==> config.mk <==
export PLATFORM = sky130hd
export DESIGN_NAME = drum_grid_ctrl
export DESIGN_NICKNAME = d
export VERILOG_FILES = /design/src/rtl/drum_pkg.sv /design/src/rtl/rho_update.sv /design/src/rtl/drum_grid_ctrl.sv
export SDC_FILE = /design/constraint.sdc
export NUM_CORES = 1
export LEC_CHECK = 0
export CORE_MARGIN = 5
export CORE_UTILIZATION = 58
export DETAILED_ROUTE_END_ITERATION = 6
export HOLD_SLACK_MARGIN = 0.08
export PLACE_DENSITY = 0.89
export RECOVER_POWER = 100
export SYNTH_ARGS = -nofsm -noshare
export SYNTH_HDL_FRONTEND = slang
export SYNTH_SLANG_ARGS = --single-unit
==> constraint.sdc <==
create_clock -name clk_50 -period 9.5 [get_ports clk_50]
set_clock_uncertainty 0.15 [all_clocks]
set_input_delay 0.95 -clock clk_50 [delete_from_list [all_inputs] [get_ports clk_50]]
set_output_delay 0.95 -clock clk_50 [all_outputs]
set_load 0.01 [all_outputs]
==> src/rtl/drum_pkg.sv <==
// ============================================================================
//  Module      : drum_pkg
//  Description : Shared fixed-point constants, controller state encoding and
//                the signed multiply helper for the drum grid solver.
//  Revision    : 1.0 - initial release
// ============================================================================
`default_nettype none

package drum_pkg;

    localparam int DATA_W    = 18;
    localparam int FRAC_BITS = DATA_W - 1;

    localparam logic signed [DATA_W-1:0] FP_ZERO    = '0;
    localparam logic signed [DATA_W-1:0] FP_RHO_MAX = 18'sh0FAE1;

    localparam int ST_W = 3;
    localparam logic [ST_W-1:0] ST_IDLE   = 3'd0;
    localparam logic [ST_W-1:0] ST_LAUNCH = 3'd1;
    localparam logic [ST_W-1:0] ST_RUN    = 3'd2;
    localparam logic [ST_W-1:0] ST_UPDATE = 3'd3;
    localparam logic [ST_W-1:0] ST_DONE   = 3'd4;

    typedef enum logic [ST_W-1:0] {
        S_IDLE   = ST_IDLE,
        S_LAUNCH = ST_LAUNCH,
        S_RUN    = ST_RUN,
        S_UPDATE = ST_UPDATE,
        S_DONE   = ST_DONE
    } state_t;

    // Operands are sign-extended to 32 bits by the caller; valid for DATA_W <= 32.
    function automatic logic signed [63:0] signed_mult(input logic signed [31:0] a,
                                                       input logic signed [31:0] b);
        return 64'(a) * 64'(b);
    endfunction

endpackage

`default_nettype wire

==> src/rtl/rho_update.sv <==
// ============================================================================
//  Module      : rho_update
//  Description : Combinational core of the tension update: scaled square of
//                the centre amplitude and the clamped base + square sum.
//  Revision    : 1.0 - initial release
// ============================================================================
`default_nettype none

module rho_update #(
    parameter int                        DATA_W       = drum_pkg::DATA_W,
    parameter int                        CENTER_SHIFT = 4,
    parameter logic signed [DATA_W-1:0]  RHO_MAX      = drum_pkg::FP_RHO_MAX
) (
    input  logic signed [DATA_W-1:0] i_u_center,
    input  logic signed [DATA_W-1:0] i_rho_base,
    input  logic signed [DATA_W-1:0] i_sq,
    output logic signed [DATA_W-1:0] o_sq,
    output logic signed [DATA_W-1:0] o_rho_sat
);
    import drum_pkg::*;

    localparam int c_frac_bits = DATA_W - 1;

    logic signed [DATA_W-1:0] w_a;
    logic signed [63:0]       w_prod;
    logic signed [DATA_W:0]   w_sum;
    logic signed [DATA_W:0]   w_max_ext;

    assign w_a    = i_u_center >>> CENTER_SHIFT;
    assign w_prod = signed_mult(32'(w_a), 32'(w_a));
    // Product is a square, so the shifted result is non-negative and fits DATA_W.
    assign o_sq   = DATA_W'(w_prod >>> c_frac_bits);

    assign w_sum     = (DATA_W+1)'(i_rho_base) + (DATA_W+1)'(i_sq);
    assign w_max_ext = (DATA_W+1)'(RHO_MAX);

    always_comb begin
        o_rho_sat = w_sum[DATA_W-1:0];
        if (w_sum[DATA_W]) begin
            o_rho_sat = '0;
        end else if (w_sum >= w_max_ext) begin
            o_rho_sat = RHO_MAX;
        end
    end

endmodule

`default_nettype wire

==> src/rtl/drum_grid_ctrl.sv <==
// ============================================================================
//  Module      : drum_grid_ctrl
//  Description : Iteration controller for the column-parallel drum solver.
//                Optional RUN watchdog enabled by macro DRUM_GRID_TIMEOUT_EN.
//  Revision    : 1.0 - initial release
// ============================================================================
`default_nettype none

module drum_grid_ctrl #(
    parameter int                        NUM_COLS       = 30,
    parameter int                        DATA_W         = drum_pkg::DATA_W,
    parameter int                        CENTER_SHIFT   = 4,
    parameter logic signed [DATA_W-1:0]  RHO_MAX        = drum_pkg::FP_RHO_MAX,
    parameter int                        TIMER_W        = 32,
    parameter int                        TIMEOUT_CYCLES = 1024
) (
    input  logic                      clk_50,
    input  logic                      reset,
    input  logic                      start,
    input  logic signed [DATA_W-1:0]  rho_init,
    input  logic [NUM_COLS-1:0]       col_flag,
    input  logic signed [DATA_W-1:0]  u_center_in,
    output logic                      col_start,
    output logic signed [DATA_W-1:0]  rho_eff,
    output logic signed [DATA_W-1:0]  u_center,
    output logic [TIMER_W-1:0]        timer_output,
    output logic [TIMER_W-1:0]        iter_count,
    output logic                      busy,
    output logic                      done,
    output logic                      error
);
    import drum_pkg::*;

`ifdef DRUM_GRID_TIMEOUT_EN
    localparam bit c_wdog_en = 1'b1;
`else
    localparam bit c_wdog_en = 1'b0;
`endif

    state_t                    r_state;
    logic [NUM_COLS-1:0]       r_sticky;
    logic [TIMER_W-1:0]        r_run_cnt;
    logic signed [DATA_W-1:0]  r_sq;
    logic                      r_first_iter;
    logic                      r_timed_out;
    logic                      r_error;

    logic [NUM_COLS-1:0]       w_seen;
    logic                      w_all_seen;
    logic                      w_timeout_hit;
    logic signed [DATA_W-1:0]  w_sq_sel;
    logic signed [DATA_W-1:0]  w_sq;
    logic signed [DATA_W-1:0]  w_rho_sat;

    assign w_seen        = r_sticky | col_flag;
    assign w_all_seen    = &w_seen;
    assign w_timeout_hit = c_wdog_en && (r_run_cnt == TIMER_W'(TIMEOUT_CYCLES - 1));
    // In IDLE the clamp path is reused with a zero square to bound the first rho_init.
    assign w_sq_sel      = (r_state == S_IDLE) ? '0 : r_sq;
    assign error         = r_error;

    rho_update #(
        .DATA_W       (DATA_W),
        .CENTER_SHIFT (CENTER_SHIFT),
        .RHO_MAX      (RHO_MAX)
    ) u_rho_update (
        .i_u_center (u_center),
        .i_rho_base (rho_init),
        .i_sq       (w_sq_sel),
        .o_sq       (w_sq),
        .o_rho_sat  (w_rho_sat)
    );

    always_ff @(posedge clk_50) begin
        if (reset) begin
            r_state      <= S_IDLE;
            r_sticky     <= '0;
            r_run_cnt    <= '0;
            r_sq         <= '0;
            r_first_iter <= 1'b1;
            r_timed_out  <= 1'b0;
            r_error      <= 1'b0;
            col_start    <= 1'b0;
            rho_eff      <= '0;
            u_center     <= '0;
            timer_output <= '0;
            iter_count   <= '0;
            busy         <= 1'b0;
            done         <= 1'b0;
        end else begin
            col_start <= 1'b0;
            done      <= 1'b0;
            case (r_state)
                S_IDLE: begin
                    if (start) begin
                        r_state   <= S_LAUNCH;
                        col_start <= 1'b1;
                        busy      <= 1'b1;
                        if (r_first_iter) begin
                            rho_eff <= w_rho_sat;
                        end
                    end
                end
                S_LAUNCH: begin
                    r_sticky    <= '0;
                    r_run_cnt   <= '0;
                    r_timed_out <= 1'b0;
                    r_state     <= S_RUN;
                end
                S_RUN: begin
                    r_run_cnt <= r_run_cnt + 1'b1;
                    r_sticky  <= w_seen;
                    if (w_all_seen) begin
                        u_center     <= u_center_in;
                        timer_output <= r_run_cnt + 1'b1;
                        r_state      <= S_UPDATE;
                    end else if (w_timeout_hit) begin
                        r_error     <= 1'b1;
                        r_timed_out <= 1'b1;
                        done        <= 1'b1;
                        r_state     <= S_DONE;
                    end
                end
                S_UPDATE: begin
                    r_sq    <= w_sq;
                    done    <= 1'b1;
                    r_state <= S_DONE;
                end
                S_DONE: begin
                    if (!r_timed_out) begin
                        rho_eff      <= w_rho_sat;
                        iter_count   <= iter_count + 1'b1;
                        r_first_iter <= 1'b0;
                    end
                    busy    <= 1'b0;
                    r_state <= S_IDLE;
                end
                default: begin
                    busy    <= 1'b0;
                    r_state <= S_IDLE;
                end
            endcase
        end
    end

endmodule

`default_nettype wire

==> metrics, run 1 <==
outcome=finished with violations; failing checks=DRC, capacitance limit, slew limit; CTS Root Cell=clkbuf_16; port buffer count=171; YS warnings=0; number of nets in the final layout=2141; WS Path Type=flip-flop to flip-flop; Final Cell Area=17350 sq um; Filler cells=1890; dominant synthesized flop cell=dfxtp_1; die area=29010 sq um; Placed Area=16750 sq um; # setup viols final=0; Worst EP arrival=7.86 ns; share of synthesized registers carrying an async set or reset=0%; setup_tns=0 ns; Post-CTS Setup Bufs=0; Core ar.=25250 sq um; initial antenna violation count=0; Num CTS Buffers=17; endpoint class of the critical path=flip-flop; worst hold margin=0.3005 ns; CP required=9.73 ns; P&R area growth vs syn=16.39%; Ports=173; RSZ-0062 raised after global routing=no; clk_lat worst skew=0.45 ns; combinational fraction of design power=9.1%; worst slew pin tran=3.922 ns; CTS tree=yes; antenna-violating nets left=0; share of cells above drive strength 1=3.388%; Die H=170.3 um; Cell Pwr Density=97.44 nW/um^2; Final Cycle Share=80.24%; Clock Sink Count=180; Pins Over Slew Limit=172; pin count of the biggest net entering global routing=97; Cell Int Power=1.202 mW; VDD IR max=109.9 uV; flops & latches, synth=180; switching power=0.4889 mW; htree depth=4; Tmin final=7.623 ns; mean post-synth cell area=8.739 sq um; row cnt=58; 1st-iter DRT viols=909; Clk pwr share=44.9%; Pre-Repair DR Iteration Count=7; static leakage=7.971 nW; crit-path max FO=18; diodes inserted=0; final HPWL from detailed placement=27.45 mm; Final Hold Viols=0; final WL=37.23 mm; first-pass GRT wire length=62.61 mm; post-route core utilization=68.71%; # DRC=1; gr usage total=26.34%; MaxCap Viol Count=2; switch share=28.92%; chip width=170.3 um; vias=12550; CP startpoint=u_center[8]; Post-synth EDFFs=0; Seq pwr share=46.1%; sequential area share after synthesis=24.17%; post-synthesis cell type count=83; worst hold path class=flip-flop to flip-flop; Startpoint Class=flip-flop; Routability Congestion=0.8875; post-CTS sizing=0; global route total overflow=0; vias in the first global route=13140; Worst-path clk slew=0.08 ns; synthesized area=14910 sq um; Max Fclk=0.1312 GHz; Slew headroom=-161.5%; Avg WL per Cell=17.24 um; Reg-to-Reg Start=u_center[8]; cells after synthesis=1706; vias per cell=5.810; Max Root-Sink Buffers=2; min-delay src=u_center[2]; Hold Buf Count CTS=0; Starting Density=59.04%; Mapped Nets=2030
[worst paths after layout]
path         cells past startpoint     endpoint  slack [ns]
max reg2reg                     20      r_sq[9]        1.88
min                              2  u_center[2]        0.30
min reg2reg                      2  u_center[2]        0.30
max                             20      r_sq[9]        1.88
[cells in the mapped netlist, types with 45 or more instances]
cell / count / area share, %
ha_1: 81 / 6.8
fa_1: 174 / 23
xor2_1: 47 / 2.8
inv_1: 236 / 5.9
nor2_1: 153 / 3.9
a21oi_1: 75 / 2.5
nand2_1: 164 / 4.1
o21ai_0: 45 / 1.5
dfxtp_1: 180 / 24
clkbuf_1: 73 / 1.8
and2_1: 52 / 2.2
xnor2_1: 46 / 2.7
[power groups by stage]
stage | sequential (mW) | combinational (mW) | clock (mW)
2_1_floorplan | 0.794 | 0.0881 | 0
3_3_place_gp | 0.795 | 0.149 | 0
3_5_place_dp | 0.796 | 0.153 | 0
4_1_cts | 0.779 | 0.154 | 0.767
5_1_grt | 0.781 | 0.168 | 0.798
6_report | 0.779 | 0.153 | 0.759
[layout make-up]
cell class / instances / area [sq um] / area share, %
Tap cell: 330 / 412.9 / 2.379
Multi-Input combinational cell: 1204 / 10070 / 58.01
Clock buffer: 17 / 425.4 / 2.452
Clock inverter: 15 / 211.5 / 1.219
Timing Repair Buffer: 178 / 1747 / 10.07
Sequential cell: 180 / 3603 / 20.77
Inverter: 236 / 885.9 / 5.105
[per-layer routing]
layer / routed length (um) / track usage (%)
met5: 0 / 0
met4: 1141 / 9.931
met3: 2636 / 4.901
met2: 18560 / 45.75
met1: 14900 / 32.71
[cell usage in the layout, fill, tap and decap left out, drive strengths merged, types with 7 or more instances in the layout]
| cell type | n |
|---|---|
| clkbuf | 21 |
| inv | 245 |
| nor2b | 28 |
| a21o | 13 |
| and2 | 53 |
| o21ai | 47 |
| nor2 | 154 |
| nor3 | 34 |
| and4 | 12 |
| ha | 81 |
| dfxtp | 180 |
| a21oi | 75 |
| dlygate4sd3 | 102 |
| and3 | 17 |
| nor4 | 9 |
| a211oi | 32 |
| clkdlybuf4s50 | 68 |
| xnor2 | 46 |
| nand4 | 20 |
| a22oi | 43 |
| nand2 | 164 |
| o22ai | 24 |
| fa | 174 |
| nand3 | 22 |
| xor2 | 47 |
| nand3b | 7 |
| or3 | 16 |
[sequential cells by signal (all words and copies together), names as in the netlist]
name	cells
col_start	1
iter_count	32
r_state	3
rho_eff	18
r_run_cnt	32
busy	1
r_sq	11
done	1
r_first_iter	1
timer_output	32
r_sticky	30
u_center	18
[logic make-up after synthesis]
logic type | count (synthesis) | synth area share [%]
DFF | 180 | 24.17
xor gates and xnor gates | 93 | 5.463
AOI/OAI and AO/OA | 293 | 13.04
and+or+nand+nor | 557 | 18.55
muxes | 5 | 0.3441
other | 1 | 0.02515
buffers and inverters | 322 | 8.241
adders and majority gates | 255 | 30.16
[per-stage QoR]
stage | total power, mW | setup WS, ns | cells
2_1_floorplan | 0.8823 | 2.757 | 1706
3_3_place_gp | 0.9444 | 2.412 | 2128
3_5_place_dp | 0.9492 | 2.146 | 2128
4_1_cts | 1.700 | 1.965 | 2160
5_1_grt | 1.746 | 1.267 | 2160
6_report | 1.691 | 1.877 | 2160
[critical path, cell delays in order (launching register included)]
cell and delay (ns):
dfxtp_1 0.32, clkbuf_1 0.76, nand2_1 0.20, fa_1 0.65, inv_1 0.12, fa_1 0.99
fa_1 0.53, fa_1 0.48, fa_1 0.55, inv_1 0.05, fa_1 0.50, inv_1 0.04
ha_1 0.32, nand4_1 0.13, inv_1 0.05, a221oi_1 0.31, a21oi_1 0.19, o41ai_1 0.61
o21bai_1 0.16, nor4b_1 0.27, a221o_1 0.17
(Power assumes the default switching activity.)
==> run 2, diff against run 1 <==
- CORE_UTILIZATION: 58 -> 52
- PLACE_DENSITY: 0.89 -> 0.85
- clock period: 9.5 -> 6.1 ns (I/O delays scaled with it)
==> run 2 against run 1 <==
  * Combinational power grew 60%
  * Critical path depth grew 1
  * The run now ends clean
  * Clock power grew 57%
  * Fmax grew 25%
  * Global-route usage shrank 1.3 points
  * Flip-flop and latch count is the same
  * Highest routed layer unchanged
  * Clock-buffer cell count is the same
  * Register-to-register slack lost 1.9 ns
  * First-iteration DRC count shrank 1.7%
  * Largest power group unchanged
==> metrics, run 2 (synthesized netlist as in run 1, its figures left out) <==
outcome=finished, final reports clean; antenna-violating nets left=0; final WL=41.49 mm; Max Root-Sink Buffers=2; Clk pwr share=44.9%; P&R area growth vs syn=24.00%; switch share=29.23%; VDD IR max=178.2 uV; Filler cells=2176; MaxCap Viol Count=0; Cell Int Power=1.868 mW; Reg-to-Reg Start=u_center[17]; first-pass GRT wire length=65.25 mm; Tmin final=6.089 ns; Seq pwr share=45.8%; fin cells=2291; worst r2r dst=r_sq[4]; port buffer count=171; CP required=6.31 ns; biggest regs=iter_count x32, r_run_cnt x32, timer_output x32; static leakage=8.061 nW; Startpoint Class=flip-flop; gr usage total=25.03%; share of cells above drive strength 1=12.17%; Max Fclk=0.1642 GHz; # DRC=0; most common cell after layout, fill and taps aside=inv_1; placed cells=2231; most frequent cells in the layout=225 x inv_1, 170 x clkdlybuf4s50_1, 166 x dfxtp_1, 163 x fa_1, 157 x nand2_1; CP startpoint=u_center[17]; # setup viols final=0; Final Cycle Share=99.82%; vias=13170; Worst-path clk slew=0.08 ns; Ports=173; number of nets in the final layout=2218; 1st-iter DRT viols=894; crit path to=r_sq[4]; R2R depth=21; Num CTS Buffers=17; Slew headroom=26.14%; worst slew pin tran=1.108 ns; Routability Congestion=0.9070; Core ar.=28470 sq um; combinational fraction of design power=9.3%; global route total overflow=0; r2r setup slk=0.01 ns; Starting Density=52.37%; Clock Sink Count=180; Avg WL per Cell=18.11 um; vias in the first global route=13620; Hold Buf Count CTS=0; crit-path max FO=6; Pins Over Slew Limit=0; Final Hold Viols=0; switching power=0.7716 mW; post-route core utilization=64.94%; CTS Root Cell=clkbuf_16; die area=32160 sq um; worst hold path class=flip-flop to flip-flop; WS Path Type=flip-flop to flip-flop; pin count of the biggest net entering global routing=91; Cell Pwr Density=142.8 nW/um^2; endpoint class of the critical path=flip-flop; Die H=179.3 um; RSZ-0062 raised after global routing=yes; htree depth=4; diodes inserted=0; final HPWL from detailed placement=30.00 mm; Pre-Repair DR Iteration Count=5; chip width=179.3 um; clk_lat worst skew=0.45 ns; row cnt=62; vias per cell=5.749; initial antenna violation count=0; Worst EP arrival=6.30 ns; CTS tree=yes
-- run 2: cell count changes in the layout (fill, tap and decap cells not counted), moves of 14 or more --
cell,change
buf_4,+73
dfxtp_1,-14
ha_1,-14
clkdlybuf4s50_1,+102
dlygate4sd3_1,-102
-- run 2: power by group through the flow --
stage | Clock (mW) | Combinational, mW | Sequential, mW
after CTS | 1.20 | 0.240 | 1.21
after global routing | 1.25 | 0.265 | 1.21
after floorplan | 0 | 0.137 | 1.24
after detailed placement | 0 | 0.238 | 1.24
after global placement | 0 | 0.233 | 1.24
final | 1.19 | 0.245 | 1.21
-- run 2: how the worst min path moves through the flow --
stage | startpoint | endpoint | slack [ns] | cells past startpoint
2_1_floorplan | r_sq[6] | r_sq[6] | 0.28 | 2
3_3_place_gp | u_center[2] | u_center[2] | 0.29 | 2
3_5_place_dp | rho_eff[13] | rho_eff[13] | 0.30 | 2
4_1_cts | r_sq[2] | r_sq[2] | 0.31 | 2
5_1_grt | timer_output[1] | timer_output[1] | 0.33 | 2
6_report | u_center[1] | u_center[1] | 0.31 | 2
-- run 2: layer usage --
layer  part of all wire, %  GRT usage [%]  wire [um]
met2                    52          45.03      21410
met5                     0              0          0
met3                   6.9          6.031       2871
met1                    37          28.58      15150
met4                   5.0          10.03       2064
-- run 2: critical path, stage by stage (launching register included) --
cell and delay (ns):
dfxtp_4 0.41, buf_4 0.15, nand2_4 0.06, fa_2 0.61
inv_2 0.05, fa_2 0.57, fa_1 0.42, fa_1 0.50
fa_1 0.54, inv_1 0.06, fa_1 0.50, inv_1 0.04
ha_1 0.30, nand4_1 0.19, inv_2 0.08, a221oi_4 0.39
buf_4 0.17, nand2_1 0.17, a31oi_1 0.26, xnor2_1 0.15
nand2_1 0.07, a21oi_1 0.14
-- run 2: repair_timing --
item	4_1_cts	5_1_grt
buffers inserted	14	14
gates resized for setup	40	71
pin swaps	13	58
setup endpoints to repair	9	11
-- run 2: per-stage QoR --
stage	hold WS (ns)	instance area, sq um	setup WS, ns	total power [mW]	TNS, ns
floorplan	0.2773	14960	0.002691	1.374	0
global placement	0.2889	17230	-0.0009832	1.472	-0.0009832
detailed placement	0.2959	17230	-0.1806	1.479	-0.9111
CTS	0.3118	18110	0.003144	2.654	0
global route	0.3304	18490	-0.1645	2.724	-1.159
finish	0.3110	18490	0.01112	2.639	0
-- run 2: final cells by class --
| type | instances | area (sq um) | share of cell area (%) |
|---|---|---|---|
| Sequential cell | 180 | 3651 | 19.75 |
| Clock inverter | 15 | 212.7 | 1.151 |
| Tap cell | 384 | 480.5 | 2.599 |
| Clock buffer | 17 | 425.4 | 2.301 |
| Multi-Input combinational cell | 1204 | 10450 | 56.50 |
| Inverter | 236 | 885.9 | 4.792 |
| Timing Repair Buffer | 255 | 2386 | 12.91 |
